--- config.mk ---
export PLATFORM = sky130hd
export DESIGN_NAME = piezo_decoder
export DESIGN_NICKNAME = d
export VERILOG_FILES = /design/src/rtl/piezo_decoder.sv
export SDC_FILE = /design/constraint.sdc
export NUM_CORES = 1
export LEC_CHECK = 0
export ABC_AREA = 0
export CAP_MARGIN = 15
export CORE_UTILIZATION = 30
export DETAILED_ROUTE_END_ITERATION = 8
export SLEW_MARGIN = 20
export SYNTH_ARGS = -nofsm -noshare
export SYNTH_HDL_FRONTEND = slang
export SYNTH_SLANG_ARGS = --single-unit
export TNS_END_PERCENT = 20
--- constraint.sdc ---
create_clock -name clk -period 5.7 [get_ports clk]
set_input_delay 0.855 -clock clk [delete_from_list [all_inputs] [get_ports clk]]
set_output_delay 0.855 -clock clk [all_outputs]
set_load 0.03 [all_outputs]
--- src/rtl/piezo_decoder.sv ---
// Classifies the piezo alert tone (over-speed / steer-enable / battery-low) from measured half-periods and flags both legs high.
// Outputs update two clocks after the input transition; no backpressure, tone_vld simply follows the burst cadence.
module piezo_decoder #(
  parameter int HP_OVR   = 4096,
  parameter int HP_STEER = 16384,
  parameter int HP_BATT  = 32768,
  parameter int TOL      = 512,
  parameter int CONFIRM  = 4,
  parameter int TIMEOUT  = 40000
) (
  input  logic       clk,
  input  logic       rst_n,
  input  logic       piezo,
  input  logic       piezo_n,
  input  logic       clr_flt,
  output logic       tone_vld,
  output logic [1:0] tone_code,
  output logic       tone_new,
  output logic       flt
);

  localparam int CW = $clog2(TIMEOUT + 1);
  localparam int MW = $clog2(CONFIRM + 1);

  typedef logic [CW-1:0] cnt_t;
  typedef logic [CW:0]   meas_t;
  typedef logic [MW-1:0] match_t;
  typedef enum logic [1:0] {IDLE, TRACK, LOCK} state_t;

  localparam cnt_t   CNT_TO  = cnt_t'(TIMEOUT);
  localparam cnt_t   CNT_PRE = cnt_t'(TIMEOUT - 1);
  localparam meas_t  OVR_LO  = meas_t'(HP_OVR - TOL);
  localparam meas_t  OVR_HI  = meas_t'(HP_OVR + TOL);
  localparam meas_t  STR_LO  = meas_t'(HP_STEER - TOL);
  localparam meas_t  STR_HI  = meas_t'(HP_STEER + TOL);
  localparam meas_t  BAT_LO  = meas_t'(HP_BATT - TOL);
  localparam meas_t  BAT_HI  = meas_t'(HP_BATT + TOL);
  localparam match_t MATCH_N = match_t'(CONFIRM);

  // Overlapping windows would make classification ambiguous.
  if ((HP_OVR + TOL >= HP_STEER - TOL) || (HP_STEER + TOL >= HP_BATT - TOL)) begin : g_bad_windows
    $error("piezo_decoder: tone acceptance windows overlap");
  end
  if (TIMEOUT <= HP_BATT + TOL) begin : g_bad_timeout
    $error("piezo_decoder: TIMEOUT must exceed HP_BATT+TOL");
  end

  logic   p_q, p_qq, pn_q, clr_q;
  logic   edg, timeout;
  cnt_t   hp_cnt;
  meas_t  meas;
  logic [1:0] cls;

  state_t     state, state_nxt;
  logic [1:0] cand, cand_nxt, code_nxt;
  match_t     match, match_nxt;
  logic       vld_nxt, new_nxt;

  always_ff @(posedge clk or negedge rst_n) begin
    if (!rst_n) begin
      p_q   <= 1'b0;
      p_qq  <= 1'b0;
      pn_q  <= 1'b0;
      clr_q <= 1'b0;
    end else begin
      p_q   <= piezo;
      p_qq  <= p_q;
      pn_q  <= piezo_n;
      clr_q <= clr_flt;
    end
  end

  assign edg     = p_q ^ p_qq;
  assign meas    = {1'b0, hp_cnt} + meas_t'(1);
  assign timeout = !edg && (hp_cnt == CNT_PRE);

  always_ff @(posedge clk or negedge rst_n) begin
    if (!rst_n)                hp_cnt <= '0;
    else if (edg)              hp_cnt <= '0;
    else if (hp_cnt != CNT_TO) hp_cnt <= hp_cnt + cnt_t'(1);
  end

  always_comb begin
    cls = 2'b00;
    if (meas >= OVR_LO && meas <= OVR_HI)      cls = 2'b01;
    else if (meas >= STR_LO && meas <= STR_HI) cls = 2'b10;
    else if (meas >= BAT_LO && meas <= BAT_HI) cls = 2'b11;
  end

  always_comb begin
    state_nxt = state;
    cand_nxt  = cand;
    match_nxt = match;
    vld_nxt   = tone_vld;
    code_nxt  = tone_code;
    new_nxt   = 1'b0;
    if (timeout) begin
      state_nxt = IDLE;
      cand_nxt  = 2'b00;
      match_nxt = '0;
      vld_nxt   = 1'b0;
      code_nxt  = 2'b00;
    end else if (edg) begin
      case (state)
        IDLE: begin
          // First edge after silence only starts the interval measurement.
          state_nxt = TRACK;
          cand_nxt  = 2'b00;
          match_nxt = '0;
        end
        TRACK: begin
          if (cls == cand && cls != 2'b00) begin
            match_nxt = match + match_t'(1);
          end else begin
            cand_nxt  = cls;
            match_nxt = match_t'(cls != 2'b00);
          end
          if (match_nxt == MATCH_N) begin
            state_nxt = LOCK;
            vld_nxt   = 1'b1;
            code_nxt  = cand_nxt;
            new_nxt   = 1'b1;
          end
        end
        LOCK: begin
          if (cls != tone_code) begin
            state_nxt = TRACK;
            cand_nxt  = cls;
            match_nxt = match_t'(cls != 2'b00);
            vld_nxt   = 1'b0;
            code_nxt  = 2'b00;
          end
        end
        default: state_nxt = IDLE;
      endcase
    end
  end

  always_ff @(posedge clk or negedge rst_n) begin
    if (!rst_n) begin
      state     <= IDLE;
      cand      <= 2'b00;
      match     <= '0;
      tone_vld  <= 1'b0;
      tone_code <= 2'b00;
      tone_new  <= 1'b0;
    end else begin
      state     <= state_nxt;
      cand      <= cand_nxt;
      match     <= match_nxt;
      tone_vld  <= vld_nxt;
      tone_code <= code_nxt;
      tone_new  <= new_nxt;
    end
  end

  // Set wins over a simultaneous clear so a fault is never lost.
  always_ff @(posedge clk or negedge rst_n) begin
    if (!rst_n)           flt <= 1'b0;
    else if (p_q && pn_q) flt <= 1'b1;
    else if (clr_q)       flt <= 1'b0;
  end

endmodule

==> impl_results.md <==
- Status: complete, no violations
- Logic depth of the worst setup path including buffers: 11
- Post_cts resized: 0
- Worst Hold Depth: 0
- Largest net degree at the start of global routing: 33
- Count of flip-flops with a built-in enable after synthesis: 0
- Number of H-tree levels: 2
- Type of the most critical hold path: reg2reg
- Peak-usage layer in the global routing report: met2
- Number of maximum-capacitance constraint violations: 0
- Remaining design rule violation count: 0
- Buffers on Ports: 9
- Seq/Total Area, Yosys: 33.8%
- Cells along the critical path: ha_1 -> nand4_4 -> nor4_4 -> xnor2_1 -> nand4_1 -> or4b_1 -> o2111ai_1 -> o22ai_1 -> a41oi_2 -> nand2_1 -> mux2_2
- Antenna violations before repair: 0
- Final setup fails: 0
- Cell class contributing the biggest share of worst-path delay: simple AND/OR/NAND/NOR gates
- Met1 Resource Use GR: between 15 and 20%
- Wirelength per Cell: roughly 14 um
- Row count: 32
- Overall die width: about 91 um
- Count of final hold-check violations: 0
- Yosys synthesis warning count: 0
- Library cell with the largest summed area after synthesis: dfrtp_1
- Area inside the core boundary: roughly 0.0077 mm^2
- Net Switching: 0.166 mW
- Relative slew slack: 60.8%
- Layout Skew: 0.00597 ns
- Clk_lat worst skew: ~0.28 ns
- Area share of the largest cell type after synthesis: about 34%
- Prevailing post-synth register cell: dfrtp_1
- Power Density: 221 mW/mm^2
- Switching portion of total power: between 20% and 30%
- Count of placed standard cells in the final layout, fillers left out: ~350
- Startpoint of the lowest-slack hold path: p_q$_DFF_PN0_
- GRT Residual Overflow: 0
- Library cells used by synthesis: 70
- Minimum clock period: between 3 and 4 ns
- Global routing met3 resource utilization: ~2.5%
- Antenna-violating nets left: 0
- Detail-routed via count per cell: 5.22
- Maximum operating frequency: ~250 MHz
- Number of global-route vias before repair: 1842
- Avg Cell Area, Syn: 9.62 um^2
- Layout Nets: 262
- Sink Count: 32
- Synth top area cells: dfrtp_1 34%, xnor2_1 4.8%, ha_1 4.2%, nand3_1 3.4%, nor2_1 3.3%
- DP HPWL: roughly 3600 um
- Detailed-route wire length: about 5000 um
- Post-route standard cell area excluding fillers: about 0.0026 mm^2
- Register share of total power: between 40% and 50%
- Worst setup path class: reg2reg
- Max FO, Critical Path: 11
- Leakage: 1.08 nW
- TritonCTS Buffers: 5
- Wire length of the first global-routing pass: 8770 um
- Worst slack at placement: approximately 1.8 ns
- Pin slew with the least headroom to its limit: roughly 0.6 ns
- CP required: 5.87 ns
- Number of placed instances with taps included: between 300 and 400
- Layout cells sized above 1: ~16%
- Register-to-Register Path Depth: 11
- CTS Root Cell: clkbuf_8
- Met2 Track Usage GR: around 20%
- Critical register-to-register path startpoint: hp_cnt[1]$_DFFE_PN0P_
- Post-CTS Repair Setup Buffers: 0
- Setup TNS: 0 ns
- Overall die area: 0.00825 mm^2
- Weighted congestion reported at the end of routability-driven placement: ~0.82
- Die height: about 91 um
- Area of the mapped netlist: between 0.002 and 0.0025 mm^2
- Number of nets produced by synthesis: 259
- Starting density of the core: 30.8%
- Clock-pin slew reported for the worst setup and hold paths after clock tree synthesis: ~0.070 ns
- Diodes inserted: 0
- First-pass detailed-route iteration total: 4
- Crit path buffers/inverters: 0
- Cells after Synth: approximately 250
- Synth-to-Final Area Change: 8.62%
- Combinational Power Share: approximately 17%
- Number of fillers in the final layout: roughly 820
- Number of top-level pins: 10
- Hold-fix buffers, CTS: 0
- Total count of max-transition violations in the final report: 0
- RSZ-0062 raised after global routing: no
- Synthesis-stage register bit count: 32
- Clk pwr share: between 30% and 40%
- Cell area after placement: 0.00246 mm^2
- First DRT Iteration DRCs: ~130
- Async set or reset register ratio after synthesis: 100%
- Internal power contribution: between 0.4 and 0.5 mW
- Launching element type of the critical path: register
- Sort of element at the end of the critical path: register
- Worst setup path startpoint: hp_cnt[1]$_DFFE_PN0P_
- CP arrival: slightly above 4 ns
- Max Buffers Root-to-Sink: 2
- Vias: roughly 1800
- Slowest cell on crit path: or4b_1
- Portion of the clock cycle consumed by the worst path in the final layout: between 60% and 70%
- Highest ir drop seen on vdd: approximately 170 uV
- Clock tree from TritonCTS: yes
- Total track usage: about an eighth
- Critical path's largest stage delay: 0.51 ns
- Crit path setup slack, layout: between 1.5 and 2 ns
[per-stage QoR]
stage | utilization, % | hold WS [ns] | power (mW)
after floorplan | - | 0.392 | 0.329
after global placement | 32.0 | 0.414 | 0.351
after detailed placement | 32.0 | 0.419 | 0.354
after CTS | 33.4 | 0.436 | 0.576
after global routing | 33.4 | 0.453 | 0.601
final | 33.4 | 0.427 | 0.569
[registers in the layout, summed over array words and instances (netlist names)]
register / count
pn_q: 1
cand: 2
tone_new: 1
match: 3
p_qq: 1
state: 2
hp_cnt: 16
p_q: 1
clr_q: 1
flt: 1
tone_vld: 1
tone_code: 2
[cells by family (layout without fill, tap and decap cells)]
family | after synthesis | count (layout) | synth area share (%)
xor gates and xnor gates | 17 | 17 | 6.29
buffers and inverters | 31 | 35 | 8.46
muxes | 7 | 7 | 3.12
and+or+nand+nor | 107 | 107 | 28.2
adders and majority gates | 8 | 8 | 4.23
AOI/OAI and AO/OA | 44 | 44 | 15.9
DFF | 32 | 32 | 33.8
[cells in the final DEF, fill, tap and decap left out, types with 3 or more instances in the layout]
cell type and instances:
dfrtp_1 32, mux2_2 3, nor4_1 7, clkdlybuf4s50_1 9
nand4_1 11, nand3_1 16, o311ai_0 3, o21ai_0 6
nand2_1 11, nand2b_1 4, nor3_1 4, and3_1 4
mux2i_1 4, nor2_1 21, a21oi_1 3, inv_1 16
nand3b_1 3, ha_1 8, xnor2_1 13, xor2_1 4
clkbuf_8 5
[per-layer routing]
layer / up-vias / wire length (um)
met2: 22 / 2300
met4: 0 / 67
li1: 912 / -
met3: 6 / 97
met5: - / 0
met1: 898 / 2580
[worst paths after layout]
path	end	slack, ns
min in group asynchronous	hp_cnt[12]$_DFFE_PN0P_	0.97
max in group asynchronous	flt$_DFFE_PN0P_	4.43
min	p_qq$_DFF_PN0_	0.43
max reg2reg	cand[1]$_DFFE_PN0P_	1.75
max	cand[1]$_DFFE_PN0P_	1.75
min reg2reg	p_qq$_DFF_PN0_	0.43
[cell usage after synthesis (2+ instances only)]
cell type / instances
nor3_1: 4
mux2i_1: 4
nor4b_1: 2
ha_1: 8
xor2_1: 4
buf_6: 4
buf_4: 3
nor3b_1: 2
o21ai_0: 6
nor2_1: 21
a21o_1: 2
o22ai_1: 2
nand3b_1: 3
o21ba_2: 2
nand3_1: 16
nor4_4: 2
and3_1: 4
inv_1: 16
nand4_2: 2
nand2_1: 11
nor4_1: 7
nand4_1: 11
o311ai_0: 3
or2_2: 2
clkbuf_2: 2
o2bb2ai_1: 2
dfrtp_1: 32
o31a_2: 2
and4_1: 2
clkbuf_8: 4
o211ai_1: 2
clkbuf_1: 2
xnor2_1: 13
a21oi_1: 3
nand2b_1: 4
mux2_2: 3
[power by group through the flow]
stage / Clock [mW] / Sequential (mW) / Combinational, mW
CTS: 0.226 / 0.250 / 0.0992
global route: 0.239 / 0.251 / 0.110
finish: 0.220 / 0.250 / 0.0989
global placement: 0 / 0.253 / 0.0973
floorplan: 0 / 0.250 / 0.0784
detailed placement: 0 / 0.255 / 0.0988
[final cells by class]
class	instances	area, um^2	area share (%)
multi-input combinational	183	1370	53.1
tap	102	128	4.97
clock inverter	3	42.5	1.66
clock buffer	5	68.8	2.68
inverter	16	60.1	2.34
sequential	32	801	31.2
timing repair buffer	11	105	4.09
[worst reg2reg max path: stages, from the launching register on]
cell       delay [ns]
dfrtp_1          0.50
ha_1             0.40
nand4_4          0.25
nor4_4           0.36
xnor2_1          0.30
nand4_1          0.23
or4b_1           0.51
o2111ai_1        0.11
o22ai_1          0.12
a41oi_2          0.45
nand2_1          0.27
mux2_2           0.33
Power figures use the tool's default switching activity.
==> patch: new RTL, config.mk and constraints unchanged <==
Put one more register stage on the output `tone_vld`, with the module's reset. The value now appears one clock later. The other outputs are not delayed to match.
--- a/src/rtl/piezo_decoder.sv
+++ b/src/rtl/piezo_decoder.sv
@@ -36,6 +36,8 @@
   localparam meas_t  BAT_LO  = meas_t'(HP_BATT - TOL);
   localparam meas_t  BAT_HI  = meas_t'(HP_BATT + TOL);
   localparam match_t MATCH_N = match_t'(CONFIRM);
+
+  logic tone_vld_s0;
 
   // Overlapping windows would make classification ambiguous.
   if ((HP_OVR + TOL >= HP_STEER - TOL) || (HP_STEER + TOL >= HP_BATT - TOL)) begin : g_bad_windows
@@ -91,7 +93,7 @@
     state_nxt = state;
     cand_nxt  = cand;
     match_nxt = match;
-    vld_nxt   = tone_vld;
+    vld_nxt   = tone_vld_s0;
     code_nxt  = tone_code;
     new_nxt   = 1'b0;
     if (timeout) begin
@@ -141,14 +143,14 @@
       state     <= IDLE;
       cand      <= 2'b00;
       match     <= '0;
-      tone_vld  <= 1'b0;
+      tone_vld_s0 <= 1'b0;
       tone_code <= 2'b00;
       tone_new  <= 1'b0;
     end else begin
       state     <= state_nxt;
       cand      <= cand_nxt;
       match     <= match_nxt;
-      tone_vld  <= vld_nxt;
+      tone_vld_s0 <= vld_nxt;
       tone_code <= code_nxt;
       tone_new  <= new_nxt;
     end
@@ -161,5 +163,13 @@
     else if (clr_q)       flt <= 1'b0;
   end
 
+  always_ff @(posedge clk or negedge rst_n) begin
+    if (!rst_n) begin
+      tone_vld <= '0;
+    end else begin
+      tone_vld <= tone_vld_s0;
+    end
+  end
+
 endmodule
 
Function: no difference found for any inputs over 10 cycles, from zero or initial values and one cycle with rst_n low; that may be too few to reach the edited logic, so the function may still have changed.
==> patch against the unedited design <==
- cell count increased by 4.8%
- synthesized area is 1.6% higher
- worst setup slack better by 0.30 ns
- fmax up 8.3%
- hold slack lost 0.0042 ns
- routed wire length is 6.4% higher
- sequential cell count up 1
- cell area rose by 3.8%
- total power is 3.5% higher
- highest routed layer unchanged
- via count is 6.6% higher
- critical path type unchanged
- synthesized cell count grew 7.3%
- clock power is 8% higher
==> patch: results (changes against the unedited design) <==
<table>
<tr><th>Metric</th><th>Value</th></tr>
<tr><th colspan="2">Status</th></tr>
<tr><td>Run status</td><td>complete, no violations (unchanged)</td></tr>
<tr><th colspan="2">Worst setup path</th></tr>
<tr><td>Setup slack of the most critical reg-to-reg path</td><td>2.05 ns (was 1.75 ns)</td></tr>
<tr><th colspan="2">Logic synthesis</th></tr>
<tr><td>Synth top area cells</td><td>sky130_fd_sc_hd__dfrtp_1, sky130_fd_sc_hd__nor2_1, sky130_fd_sc_hd__ha_1, sky130_fd_sc_hd__xnor2_1, sky130_fd_sc_hd__nand2_1 (was sky130_fd_sc_hd__dfrtp_1, sky130_fd_sc_hd__xnor2_1, sky130_fd_sc_hd__ha_1, sky130_fd_sc_hd__nand3_1, sky130_fd_sc_hd__nor2_1)</td></tr>
<tr><td>Fraction of the mapped netlist area in adder cells</td><td>4.16% (was 4.23%)</td></tr>
<tr><td>Unique cell type count in the Yosys netlist</td><td>66 (was 70)</td></tr>
<tr><td>Post-synthesis mux area share</td><td>3.80% (was 3.12%)</td></tr>
<tr><td>Post-synthesis sequential area ratio</td><td>34.4% (was 33.8%)</td></tr>
<tr><td>Xor and xnor area share after synthesis</td><td>5.83% (was 6.29%)</td></tr>
<tr><th colspan="2">Power and ir drop</th></tr>
<tr><td>Lkg Pwr</td><td>1.02 nW (was 1.08 nW)</td></tr>
<tr><td>Maximum vdd drop</td><td>0.155 mV (was 0.169 mV)</td></tr>
<tr><td>Switching power</td><td>0.164 mW (was 0.166 mW)</td></tr>
<tr><th colspan="2">Global routing</th></tr>
<tr><td>Grt met3 use</td><td>2.35% (was 2.53%)</td></tr>
<tr><td>Pin count of the biggest net entering global routing</td><td>34 (was 33)</td></tr>
<tr><td>Wire length of the first global-routing pass</td><td>9.18 mm (was 8.77 mm)</td></tr>
<tr><th colspan="2">Detailed routing</th></tr>
<tr><td>Post-detailed-route via-to-cell ratio</td><td>5.31 (was 5.22)</td></tr>
<tr><td>Total wire length after detailed routing</td><td>5.37 mm (was 5.05 mm)</td></tr>
<tr><td>Detail Route met3 WL</td><td>224 µm (was 97 µm)</td></tr>
<tr><th colspan="2">Layout</th></tr>
<tr><td>Final Instance Count excl. Fillers</td><td>369 (was 352)</td></tr>
<tr><th colspan="2">STA</th></tr>
<tr><td>Transition time of the tightest slew-check pin</td><td>0.581 ns (was 0.588 ns)</td></tr>
<tr><td>Achievable frequency</td><td>0.274 GHz (was 0.253 GHz)</td></tr>
</table>
patch: cell count changes in the layout (fill, tap and decap cells not counted), moves of 4 or more:
cell	delta
sky130_fd_sc_hd__nor3_1	+4
sky130_fd_sc_hd__nor2_1	+6
sky130_fd_sc_hd__or4_1	+4
sky130_fd_sc_hd__nand3_1	-6
sky130_fd_sc_hd__nor4_2	+4
sky130_fd_sc_hd__nand2_1	+14
sky130_fd_sc_hd__mux2_4	+4
patch: cells by family after synthesis:
group / Yosys count
compound gates: 49
fa+ha+maj: 8
buf+inv: 29
mux: 7
xor+xnor: 16
simple gates: 122
flops: 33
patch: per-stage QoR:
step	power [mW]	hold slack (ns)	instance area (µm²)	util, %
after floorplan	0.329	0.374	2400	-
after detailed placement	0.355	0.409	2550	33.0
final	0.589	0.422	2670	34.5
after global routing	0.614	0.455	2670	34.5
after global placement	0.354	0.409	2550	33.0
after CTS	0.595	0.425	2670	34.5
patch: layout make-up:
type | instances | area, µm²
fill | 778 | 5060
sequential | 33 | 826
multi-input combinational | 202 | 1440
clock inverter | 2 | 37.5
timing repair buffer | 11 | 105
clock buffer | 6 | 82.6
inverter | 13 | 48.8
tap | 102 | 128
patch: power groups by stage:
stage,logic [mW],registers (mW),clock network [mW]
after floorplan,0.0713,0.258,0
after global placement,0.0939,0.260,0
after detailed placement,0.0933,0.261,0
after CTS,0.0942,0.256,0.244
after global routing,0.105,0.258,0.251
final,0.0941,0.257,0.238
patch: worst min-delay path by stage:
stage | from | endpoint | slack, ns | depth (start not counted)
6_report | tone_vld_s0$_DFFE_PN0P_ | tone_vld$_DFF_PN0_ | 0.42 | 0
5_1_grt | tone_vld_s0$_DFFE_PN0P_ | tone_vld$_DFF_PN0_ | 0.45 | 0
4_1_cts | tone_vld_s0$_DFFE_PN0P_ | tone_vld$_DFF_PN0_ | 0.43 | 0
3_5_place_dp | tone_vld_s0$_DFFE_PN0P_ | tone_vld$_DFF_PN0_ | 0.41 | 0
3_3_place_gp | tone_vld_s0$_DFFE_PN0P_ | tone_vld$_DFF_PN0_ | 0.41 | 0
2_1_floorplan | tone_vld_s0$_DFFE_PN0P_ | tone_vld$_DFF_PN0_ | 0.37 | 0
patch: worst max-delay path, stage by stage, from the launching register on:
cell,delay [ns]
sky130_fd_sc_hd__dfrtp_1,0.50
sky130_fd_sc_hd__ha_1,0.36
sky130_fd_sc_hd__nand4_2,0.23
sky130_fd_sc_hd__nor3_1,0.46
sky130_fd_sc_hd__xnor2_1,0.23
sky130_fd_sc_hd__nand3_1,0.19
sky130_fd_sc_hd__or3_1,0.44
sky130_fd_sc_hd__a32o_1,0.30
sky130_fd_sc_hd__o221ai_2,0.28
sky130_fd_sc_hd__o21a_4,0.24
sky130_fd_sc_hd__mux2_4,0.30
